### config.mk
export PLATFORM = sky130hd
export DESIGN_NAME = mul_arbiter
export DESIGN_NICKNAME = d
export VERILOG_FILES = /design/src/rtl/mul_arbiter.sv
export SDC_FILE = /design/constraint.sdc
export NUM_CORES = 1
export LEC_CHECK = 0
export CORE_AREA = 2 2 181 183
export DETAILED_ROUTE_END_ITERATION = 16
export DIE_AREA = 0 0 183 185
export SYNTH_ARGS = -nofsm -noshare
export SYNTH_HDL_FRONTEND = slang
export SYNTH_SLANG_ARGS = --single-unit
export TNS_END_PERCENT = 20
### constraint.sdc
create_clock -name clk -period 1.97 [get_ports clk]
set_input_delay 0.394 -clock clk [delete_from_list [all_inputs] [get_ports clk]]
set_output_delay 0.394 -clock clk [all_outputs]
set_load 0.01 [all_outputs]
### src/rtl/mul_arbiter.sv
// Round-robin arbiter that shares one signed 32x32 multiplier among NREQ requesters.
// One transaction is in flight at a time; results return on a shared, id-tagged response channel.
module mul_arbiter #(
    parameter int NREQ    = 4,
    parameter int TIMEOUT = 64,
    parameter int IDW     = $clog2(NREQ)
) (
    input  logic                 clk,
    input  logic                 rst,
    input  logic [NREQ-1:0]      req_valid,
    input  logic [NREQ*32-1:0]   req_x,
    input  logic [NREQ*32-1:0]   req_y,
    output logic [NREQ-1:0]      req_ready,
    output logic                 resp_valid,
    input  logic                 resp_ready,
    output logic [IDW-1:0]       resp_id,
    output logic [66:0]          resp_product,
    output logic                 resp_err,
    output logic                 mul_start,
    output logic [31:0]          mul_x,
    output logic [31:0]          mul_y,
    input  logic                 mul_done,
    input  logic [66:0]          mul_product,
    output logic                 busy
);

    typedef enum logic [1:0] {
        IDLE  = 2'd0,
        ISSUE = 2'd1,
        WAIT  = 2'd2,
        RESP  = 2'd3
    } state_t;

    localparam int             TW        = $clog2(TIMEOUT);
    localparam logic [IDW:0]   NREQ_EXT  = (IDW+1)'(NREQ);
    localparam logic [IDW-1:0] LAST_ID   = IDW'(NREQ-1);
    localparam logic [TW-1:0]  TIMER_MAX = TW'(TIMEOUT-1);

    state_t         state, state_n;
    logic [IDW-1:0] rr_ptr;
    logic [31:0]    op_x, op_y;
    logic [IDW-1:0] id_q;
    logic [TW-1:0]  timer;
    logic [66:0]    prod_q;
    logic           err_q;

    logic [IDW-1:0] grant;
    logic           any_valid;
    logic [IDW:0]   cand;
    logic [31:0]    sel_x, sel_y;

    // Cyclic first-valid search starting at rr_ptr; cand wraps modulo NREQ.
    always_comb begin
        grant     = '0;
        any_valid = 1'b0;
        cand      = '0;
        for (int k = 0; k < NREQ; k++) begin
            cand = {1'b0, rr_ptr} + (IDW+1)'(k);
            if (cand >= NREQ_EXT) cand = cand - NREQ_EXT;
            if (!any_valid && req_valid[cand[IDW-1:0]]) begin
                any_valid = 1'b1;
                grant     = cand[IDW-1:0];
            end
        end
    end

    assign sel_x = req_x[32*grant +: 32];
    assign sel_y = req_y[32*grant +: 32];

    // NOTE: every output of this block gets a default first, so no path can infer a latch.
    always_comb begin
        state_n    = state;
        req_ready  = '0;
        mul_start  = 1'b0;
        resp_valid = 1'b0;
        case (state)
            IDLE: begin
                if (any_valid) begin
                    req_ready[grant] = 1'b1;
                    state_n          = ISSUE;
                end
            end
            ISSUE: begin
                mul_start = 1'b1;
                state_n   = WAIT;
            end
            WAIT: begin
                if (mul_done || timer == TIMER_MAX) state_n = RESP;
            end
            RESP: begin
                resp_valid = 1'b1;
                if (resp_ready) state_n = IDLE;
            end
            default: state_n = IDLE;
        endcase
    end

    // NOTE: the reset clears every register, datapath included, so all outputs read 0 afterwards.
    always_ff @(posedge clk) begin
        if (rst) begin
            state  <= IDLE;
            rr_ptr <= '0;
            op_x   <= '0;
            op_y   <= '0;
            id_q   <= '0;
            timer  <= '0;
            prod_q <= '0;
            err_q  <= 1'b0;
        end else begin
            state <= state_n;
            case (state)
                IDLE: begin
                    if (any_valid) begin
                        op_x   <= sel_x;
                        op_y   <= sel_y;
                        id_q   <= grant;
                        rr_ptr <= (grant == LAST_ID) ? '0 : grant + 1'b1;
                    end
                end
                ISSUE: timer <= '0;
                WAIT: begin
                    if (mul_done) begin
                        prod_q <= mul_product;
                        err_q  <= 1'b0;
                    end else if (timer == TIMER_MAX) begin
                        prod_q <= '0;
                        err_q  <= 1'b1;
                    end else begin
                        timer <= timer + 1'b1;
                    end
                end
                default: ;
            endcase
        end
    end

    // Operands are only presented while the multiplier owns the transaction.
    assign mul_x        = (state == ISSUE || state == WAIT) ? op_x : '0;
    assign mul_y        = (state == ISSUE || state == WAIT) ? op_y : '0;
    assign resp_id      = resp_valid ? id_q   : '0;
    assign resp_product = resp_valid ? prod_q : '0;
    assign resp_err     = resp_valid ? err_q  : 1'b0;
    assign busy         = (state != IDLE);

endmodule

* Word level (Yosys, flattened, before mapping)
Cells that the tools add are included.
** Word-level totals
- Register bits after elaboration :: 144
- Input port bits :: 331
- Output and inout bits :: 141
- Word-level logic and storage cells :: 99
** Operators by class
- $add $sub $neg :: 9
- Magnitude comparators :: 10
- Equal/unequal tests :: 10
- Shift-type cells :: 2
- Muxes and demuxes :: 43
- Reductions and logical operators :: 17
** Operators by type and width (number)
- $shiftx A128 B8 Y32 :: 2
- $mux W67 :: 3
- $mux W32 :: 2
- $mux W2 :: 13
- $lt A2 B3 Y1 const B :: 5
- $mux W1 :: 14
- $mux W6 :: 2
- $pmux W6 S2 :: 1
- $ne A2 B2 Y1 const B :: 5
- $ge A3 B3 Y1 const B :: 3
- $bmux W1 S2 :: 4
- $mux W4 :: 2
- $pmux W2 S4 :: 1
- $sub A2 B1 Y2 const B :: 4
- $add A2 B2 Y3 const B :: 2
- $add A6 B1 Y6 const B :: 1
- $eq A2 B2 Y1 const B :: 3
- $eq A6 B6 Y1 const B :: 1
- $reduce_and A3 Y1 :: 2
- $reduce_bool A2 Y1 :: 3
- $logic_and A1 B1 Y1 :: 4
- $reduce_and A2 Y1 :: 2
- $add A2 B1 Y3 const B :: 1
- $ge A2 B3 Y1 const B :: 1
- other kinds (7) :: 10

* Logic depth before layout (Yosys ltp)
Gate-level depths: netlist of the first run.
- Word-level depth :: 20
- Mapped depth :: 10
- Gate-level depth less buffers :: 7

* Worst setup path before layout of the first run
OpenSTA, ideal clock, no wires.
- Path type :: register -> output
- Start :: reg rr_ptr[1]
- End :: out req_ready[3]
- Arrival time :: 1.577 ns
- Setup slack :: -0.001 ns
- Stages on the path, launching flop included :: 10
- Cells stage by stage :: dfxtp_1 buf_6 mux2i_1 o22a_2 nand2_4 buf_6 buf_4 inv_1 ha_1 and2_1
** Between the ends
- Word-level cells in the longest chain between the ends :: 20
- Elaborated cells between the ends (all ways) :: 44
** RTL lines
- start: declaration :: line 40 : logic [IDW-1:0] rr_ptr;
- start signal: assignment :: line 117 : rr_ptr <= (grant == LAST_ID) ? '0 : grant + 1'b1;
- branches (longest 18 deep; another with $add A2 B1 Y3)
- $mux W4 (*) :: line 78 : if (any_valid) begin
- $mux W4 (*) :: line 76 : case (state)
- end: declaration :: line 13 : output logic [NREQ-1:0] req_ready,
Every way passes the cells marked *. The select of a mux whose other input is x is not followed.

* Worst setup path in the final report of the first run
- Start :: reg state[0]
- End :: out mul_y[19]
** Between the ends
- Word-level cells in the longest chain between the ends :: 3
- Elaborated cells between the ends (all ways) :: 4
** RTL lines
- start: declaration :: line 39 : state_t state, state_n;
- start signal: assignment :: line 110 : state <= state_n;
- $eq A2 B1 Y1 or $eq A2 B2 Y1 (tied branches) :: line 139 : assign mul_y = (state == ISSUE || state == WAIT) ? op_y : '0;
- $logic_or A1 B1 Y1 (*) :: line 139
- $mux W32 (*) :: line 139
- end: declaration :: line 21 : output logic [31:0] mul_y,
Every way passes the cells marked *; elsewhere a longest branch is shown, timed or not.

==> results_tabular.tex, run 1 <==
\begin{tabular}{lr}
\hline
Metric & Value \\
\hline
\multicolumn{2}{l}{\textbf{GRT}} \\
Antenna violations before repair & 2 \\
Via count of the first global-routing pass & between 9000 and 10000 \\
First-pass GRT wire length & 53.24 mm \\
Global-route total usage across every layer & approximately 20\% \\
Overflow left after global routing & 0 \\
Pin count of the biggest net entering global routing & 69 \\
\multicolumn{2}{l}{\textbf{Critical path}} \\
Start point of the critical path & state[0] \\
Critical Path RT & about 1600 ps \\
Arrival time worst endpoint & about 1900 ps \\
Kind of start point of the critical path & flip-flop \\
Type of the worst setup path & reg -> out \\
Sort of element at the end of the critical path & primary output \\
Critical Path Fanout Max & 5 \\
Crit Reg-Reg Startpoint & rr\_ptr[1] \\
\multicolumn{2}{l}{\textbf{Power and ir drop}} \\
Tot Pwr & roughly 19000 uW \\
Leak Pwr & $\sim$0.0063 uW \\
Power density over cell area & 1227 mW/mm2 \\
Maximum vdd ir drop & approximately 0.00069 V \\
\multicolumn{2}{l}{\textbf{Routing}} \\
Avg Vias per Cell & just under 5 \\
Via total after detailed routing & $\sim$8800 \\
Wire length per cell & roughly 20 um \\
DRC viols & 0 \\
Final wirelength & around 36 mm \\
Starting DRT DRC Count & approximately 340 \\
Pre-Repair DR Iteration Count & 7 \\
Remaining antenna violation count after routing & 0 \\
\multicolumn{2}{l}{\textbf{Placed design}} \\
Placed Instances & around 1800 \\
Estimated wirelength of the detail-placed design & between 20 and 30 mm \\
Number of buffers added on ports & roughly 470 \\
Final weighted congestion in routability-driven placement & 0.8526 \\
Cell area reported after detailed placement & 0.01381 mm2 \\
\multicolumn{2}{l}{\textbf{Floorplan}} \\
Core Box Area & about 0.032 mm2 \\
Die outline area & $\sim$0.034 mm2 \\
\# rows & 66 \\
Vertical extent of the die & between 150 and 200 um \\
Initial core utilization & 26.33\% \\
Chip width & $\sim$180 um \\
Ports placed on the boundary & between 400 and 500 \\
\multicolumn{2}{l}{\textbf{Job}} \\
Number of violations of the max-capacitance limit & 0 \\
\multicolumn{2}{l}{\textbf{Worst hold path}} \\
Hold Crit Start & id\_q[1] \\
Class of the tightest hold or removal check & reg -> reg \\
\multicolumn{2}{l}{\textbf{Synthesis}} \\
Simple-gate portion of the synthesized area & between 15 and 20\% \\
Fraction of the mapped netlist area in compound gates & between 30\% and 40\% \\
Post-synth ARST share & 0\% \\
Synthesized flop and latch total & between 100 and 150 \\
Adder-cell area share of the yosys netlist & less than 1\% \\
Largest area contributor in the netlist & dfxtp\_1 \\
Number of synthesis warnings & 0 \\
Netlist cell types & 43 \\
Share of the synthesized netlist area taken by xor and xnor gates & less than 1\% \\
Mean instance size in the synthesized netlist & a little over 9 um2 \\
Number of nets in the synthesized netlist & approximately 1200 \\
Largest cells by area after synthesis & dfxtp\_1 (34\%), a211oi\_2 (13\%), and2\_1 (10\%) \\
Synthesized instance count & roughly 900 \\
Leading cell type by number of instances after synthesis & dfxtp\_1 \\
Number of enable-type register cells in the synthesized netlist & 0 \\
Share of synthesized area occupied by flip-flops and latches & approximately a third \\
Dominant combinational cell family by area after synthesis & compound AO/OA/AOI/OAI gates \\
Portion of netlist area occupied by mux cells & under 10\% \\
Most frequent cells after synthesis & dfxtp\_1 (144), and2\_1 (136), a211oi\_2 (86) \\
Post-Synthesis Cell Area & roughly 0.0084 mm2 \\
Leading register cell type out of synthesis & dfxtp\_1 \\
Fraction of post-synthesis cell area in the top cell type by area & about a third \\
\multicolumn{2}{l}{\textbf{Timing}} \\
Setup repair after global routing missed its margin & true \\
Post-Route Hold Slack & 465.1 ps \\
Final setup violation count & 98 \\
Final Cycle Share & 114.6\% \\
Headroom to the max-slew limit & between 50 and 60\% \\
Final-report max-slew violation count & 0 \\
Final Hold Vio Count & 0 \\
Final period demand of the worst path & 2257 ps \\
Slew at the pin closest to its max-slew limit & between 600 and 700 ps \\
Top achievable clock speed & around 0.44 GHz \\
Worst Setup Slack, final & -286.7 ps \\
Max Clock Skew & $\sim$8.3 ps \\
\multicolumn{2}{l}{\textbf{Finish}} \\
P\&R area growth vs syn & 79.18\% \\
Cell area after layout & about 0.015 mm2 \\
Count of placed standard cells in the final layout, fillers left out & roughly 1800 \\
Fraction of layout instances using a drive strength above 1 & between 30\% and 40\% \\
Filler Cell Count & roughly 3100 \\
Post-layout nets & 1733 \\
\multicolumn{2}{l}{\textbf{Clock tree}} \\
CTS tree & yes \\
Clock transition at the registers of the reported paths & around 70 ps \\
Clock Root Buffer & clkbuf\_16 \\
Clock tree buffer depth & 2 \\
Maximum level of the CTS H-tree & 4 \\
CTS buffer count & 17 \\
Source-to-sink clock delay at the later pin of the worst-skew pair & 430 ps \\
Clock sink count & 144 \\
\multicolumn{2}{l}{\textbf{Run status}} \\
Result of the run & complete, but fails checks \\
Violations in the final reports & setup timing \\
\hline
\end{tabular}
## cells by family (layout without fill, tap and decap cells)
kind of cell,after synthesis,count (layout)
simple gates,300,300
compound gates,282,282
flops,144,144
buf+inv,101,604
mux,67,67
fa+ha+maj,6,6
xor+xnor,4,4
other cells,0,2
## cell usage in the layout (no fill, tap or decap), drive strengths merged, types with 2 or more instances in the layout
master	count
clkdlybuf4s50	325
buf	231
dfxtp	144
and2	136
a211oi	129
nor2	79
a22oi	68
mux2i	67
and3	66
o21bai	64
clkbuf	26
inv	11
nand2	8
a21oi	7
ha	6
xor2	4
o21ai	3
nand2b	3
clkinvlp	3
dlygate4sd2	3
nor3	3
diode	2
o22a	2
bufinv	2
a41oi	2
nor4	2
clkinv	2
## worst paths after layout
check                   end  slack [ps]  cells after the start
setup reg to reg   op_y[29]         -60                      8
hold reg to reg     id_q[1]         470                      2
hold / removal      id_q[1]         470                      2
setup / recovery  mul_y[19]        -290                      8
## area by class of cell
cell class | count | area, um2 | share of cell area [%]
timing repair buffer | 567 | 5751 | 38.05
multi-input combinational | 659 | 5349 | 35.39
sequential | 144 | 2889 | 19.11
tap | 408 | 510.5 | 3.377
clock buffer | 19 | 452.9 | 2.997
clock inverter | 11 | 131.4 | 0.8692
inverter | 7 | 26.28 | 0.1738
antenna | 2 | 5.005 | 0.03311
## state kept, by name (all words and copies together), names as in the netlist
| signal | cells |
|---|---|
| id_q | 2 |
| op_x | 32 |
| err_q | 1 |
| op_y | 32 |
| prod_q | 67 |
| state | 2 |
| timer | 6 |
| rr_ptr | 2 |
## layer usage
layer  global-route usage [%]  routed length [um]  up-vias  part of all wire [%]
li1                         -                   -     4282                     -
met1                    24.64               15100     4236                    42
met2                    36.17               18280      288                    51
met3                    4.306                1849       39                   5.1
met4                    7.744                 852        0                   2.4
met5                        0                   0        -                     0
## through the flow
step | util, % | setup slack, ps | setup TNS (ps)
after CTS | 46.57 | -377.0 | -17330
after floorplan | - | 23.34 | 0
after global placement | 43.09 | -779.9 | -52850
after global routing | 47.17 | -344.9 | -20090
after detailed placement | 43.09 | -797.8 | -56310
final | 47.17 | -286.7 | -11940
## worst max-delay path, stage by stage, from the launching register on
cell and delay, ps:
dfxtp_2 350, inv_2 60, ha_4 250, buf_12 140, buf_12 140, buf_16 130
buf_8 120, and2_4 130, buf_6 110
## power breakdown
part	switching (uW)	internal [uW]	leakage, uW	total, uW
clock	1410	1940	0.000279	3340
sequential	437	3700	0.00118	4140
combinational	5170	5890	0.00485	11100
total	7020	11500	0.00632	18500
## timing repair
| item | 4_1_cts | 5_1_grt |
|---|---|---|
| endpoints found under the hold margin | 0 | 0 |
| cloned | 9 | 1 |
| gates resized for setup | 703 | 110 |
| setup buffers | 22 | 5 |
| pin swaps | 5 | 20 |
| endpoints found under the setup margin | 272 | 208 |
| hold buffers | 0 | 0 |
Note: power is estimated with default switching activity, not from simulation.
==> run 2, diff against run 1 <==
Settings changed: CORE_AREA 2 2 181 183 to 2 2 184 186, DIE_AREA 0 0 183 185 to 0 0 186 188.
Clock period 1.97 ns to 2.1 ns, I/O delays scaled along.
==> results_tabular.tex, run 2 (same netlist as run 1, synthesis figures left out) <==
\begin{tabular}{lr}
\hline
Metric & Value \\
\hline
\multicolumn{2}{l}{\textbf{Run status}} \\
Result of the run & complete, but fails checks \\
Violations in the final reports & setup timing \\
\multicolumn{2}{l}{\textbf{GRT}} \\
Global-route total usage across every layer & 20.41\% (-0.16 points) \\
Via count of the first global-routing pass & 8909 (-1.4\%) \\
Pin count of the biggest net entering global routing & 75 (+8.7\%) \\
Antenna violations before repair & 2 (unchanged) \\
Overflow left after global routing & 0 (unchanged) \\
First-pass GRT wire length & 53.86 mm (+1.2\%) \\
\multicolumn{2}{l}{\textbf{Timing}} \\
Setup repair after global routing missed its margin & true \\
Slew at the pin closest to its max-slew limit & 614.1 ps (-32.45 ps) \\
Headroom to the max-slew limit & 59.06\% (+2.2 points) \\
Final Cycle Share & 104.7\% \\
Final period demand of the worst path & roughly 2200 ps \\
Max Clock Skew & 9.967 ps (+1.661 ps) \\
Final-report max-slew violation count & 0 (unchanged) \\
Worst Setup Slack, final & -98.54 ps (+188.1 ps) \\
Post-Route Hold Slack & 451.9 ps (-13.23 ps) \\
Top achievable clock speed & 0.4548 GHz \\
Final setup violation count & 33 (-66\%) \\
Final Hold Vio Count & 0 (unchanged) \\
\multicolumn{2}{l}{\textbf{Finish}} \\
Top flop regs & prod\_q x67, op\_x x32, op\_y x32 \\
Number of flip-flops under the largest register name & 67 (unchanged) \\
Register with the most flip-flops & prod\_q \\
Commonest non-fill, non-tap cell in the layout & clkdlybuf4s50\_1 \\
P\&R area growth vs syn & 78.37\% \\
Commonest non-fill, non-tap cells in the layout & clkdlybuf4s50\_1 (325), dfxtp\_1 (141), buf\_6 (92) \\
Fraction of layout instances using a drive strength above 1 & 32.66\% (-0.39 points) \\
Post-layout nets & 1717 (-0.92\%) \\
\multicolumn{2}{l}{\textbf{Critical path}} \\
Sort of element at the end of the critical path & primary output \\
FF-to-FF path depth & 7 (-1) \\
Type of the worst setup path & reg -> out \\
Critical Path RT & 1680 ps (+100 ps) \\
Crit Reg-Reg Startpoint & rr\_ptr[1] \\
Critical Path Fanout Max & 5 (unchanged) \\
Arrival time worst endpoint & 1780 ps (-80 ps) \\
Critical path cell sequence & mux2i\_4, o22a\_2, nand2\_8, inv\_4, ha\_4, and2\_4, buf\_6 \\
Kind of start point of the critical path & flip-flop \\
Start point of the critical path & rr\_ptr[1] \\
Library cell contributing the largest single delay on the critical path & dfxtp\_4 \\
Worst-case register-to-register setup slack & 50 ps (+110 ps) \\
Critical path's largest stage delay & 370 ps (+20 ps) \\
Endpoint of the lowest-slack register-to-register path & op\_x[4] \\
\multicolumn{2}{l}{\textbf{Placed design}} \\
Estimated wirelength of the detail-placed design & 25.90 mm (+1.7\%) \\
Final weighted congestion in routability-driven placement & 0.8266 (-3.0\%) \\
Post-placement setup slack & -680.8 ps (+117.0 ps) \\
Number of buffers added on ports & 471 (unchanged) \\
\multicolumn{2}{l}{\textbf{Routing}} \\
Via total after detailed routing & 8781 (-0.72\%) \\
DRC viols & 0 (unchanged) \\
Wire length per cell & 19.99 um (+0.65\%) \\
Remaining antenna violation count after routing & 0 (unchanged) \\
Starting DRT DRC Count & 387 (+14\%) \\
Pre-Repair DR Iteration Count & 5 (-2) \\
Final wirelength & 36.82 mm (+2.0\%) \\
Avg Vias per Cell & 4.767 (-2.1\%) \\
\multicolumn{2}{l}{\textbf{Worst hold path}} \\
Destination of the worst hold path & id\_q[0] \\
Class of the tightest hold or removal check & reg -> reg \\
Hold Crit Start & id\_q[0] \\
Hold depth & 2 (unchanged) \\
\multicolumn{2}{l}{\textbf{Clock tree}} \\
Number of hold buffers added after cts & 0 (unchanged) \\
Clock sink count & 144 (unchanged) \\
Maximum level of the CTS H-tree & 4 (unchanged) \\
Clock transition at the registers of the reported paths & 70 ps (about the same) \\
Source-to-sink clock delay at the later pin of the worst-skew pair & 440 ps (about the same) \\
CTS tree & yes \\
Clock Root Buffer & clkbuf\_16 \\
Clock tree buffer depth & 2 (unchanged) \\
CTS buffer count & 17 (unchanged) \\
\multicolumn{2}{l}{\textbf{Floorplan}} \\
Vertical extent of the die & 188 um (+1.6\%) \\
Ports placed on the boundary & 472 (unchanged) \\
Initial core utilization & 25.48\% (-0.85 points) \\
Core Box Area & 0.03311 mm2 (+3.3\%) \\
Die outline area & 0.03497 mm2 (+3.3\%) \\
Chip width & 186 um (+1.6\%) \\
\# rows & 67 (+1.5\%) \\
\multicolumn{2}{l}{\textbf{Power and ir drop}} \\
Power density over cell area & 1107 mW/mm2 (-9.7\%) \\
Maximum vdd ir drop & 0.0006269 V (-9.4\%) \\
Leak Pwr & 0.006270 uW (-0.72\%) \\
\multicolumn{2}{l}{\textbf{Job}} \\
Number of violations of the max-capacitance limit & 0 (unchanged) \\
\hline
\end{tabular}
## run 2: cell types whose count changed in the layout (fill, tap and decap cells not counted), moves of 3 or more
cell | previous run | this run
buf_6 | 104 | 92
and2_1 | 59 | 50
and2_4 | 76 | 85
mux2i_2 | 6 | 0
buf_4 | 48 | 43
clkbuf_2 | 5 | 0
mux2i_1 | 61 | 66
buf_2 | 49 | 53
buf_8 | 5 | 2
dlygate4sd2_1 | 3 | 6
## run 2: how the worst max path moves through the flow
stage / endpoint / slack, ps / cells past startpoint
after floorplan: req_ready[3] / 100 / 9
after global placement: req_ready[1] / -670 / 6
after detailed placement: req_ready[1] / -680 / 6
after CTS: req_ready[3] / -160 / 7
after global routing: req_ready[3] / -170 / 7
final: req_ready[3] / -100 / 7
## run 2: report_power, final
group          internal (uW)  switching [uW]
logic                   5010            4720
clock network           1620            1440
registers               3470             395
total                  10100            6560
## run 2: cell type report
cell class / instances / area [um2]
Tap cell: 448 / 560.5
Timing Repair Buffer: 551 / 5623
Clock inverter: 13 / 116.4
Antenna cell: 1 / 2.502
Inverter: 7 / 28.78
Fill cell: 3146 / 18070
Multi-Input combinational cell: 659 / 5374
Sequential cell: 144 / 2889
Clock buffer: 19 / 452.9
## run 2: critical path, delay by kind of cell (launching register included)
kind | cells | cell delay [ps]
compound gates | 1 | 290
fa+ha+maj | 1 | 140
buf+inv | 2 | 140
flops | 1 | 370
mux | 1 | 190
simple gates | 2 | 200
## run 2: metal layers
layer / wire (um) / track usage (%)
met1: 15500 / 24.50
met2: 18380 / 35.64
met3: 2080 / 4.797
met4: 845 / 6.420
met5: 16 / 0
## run 2: through the flow
stage / util [%] / cells / setup TNS [ps] / power (uW) / instance area [um2]
CTS: 43.41 / 1833 / -3684 / 15910 / 14380
global route: 45.44 / 1842 / -6287 / 17670 / 15050
global placement: 41.82 / 1784 / -28970 / 11900 / 13850
finish: 45.44 / 1842 / -2114 / 16660 / 15050
floorplan: - / 904 / 0 / 8351 / 8436
detailed placement: 41.82 / 1784 / -30030 / 11970 / 13850
## run 2: what timing repair did
action,CTS,global route
gates cloned,7,3
buffers inserted,10,6
endpoints found under the setup margin,155,150
gates resized for setup,646,144
pin swaps,8,19
==> run 3, diff against run 2 <==
Settings changed: CTS_CLUSTER_DIAMETER set to 100.
==> results of run 3 <==
Final layout, timing and power as in run 2 (identical DEF).
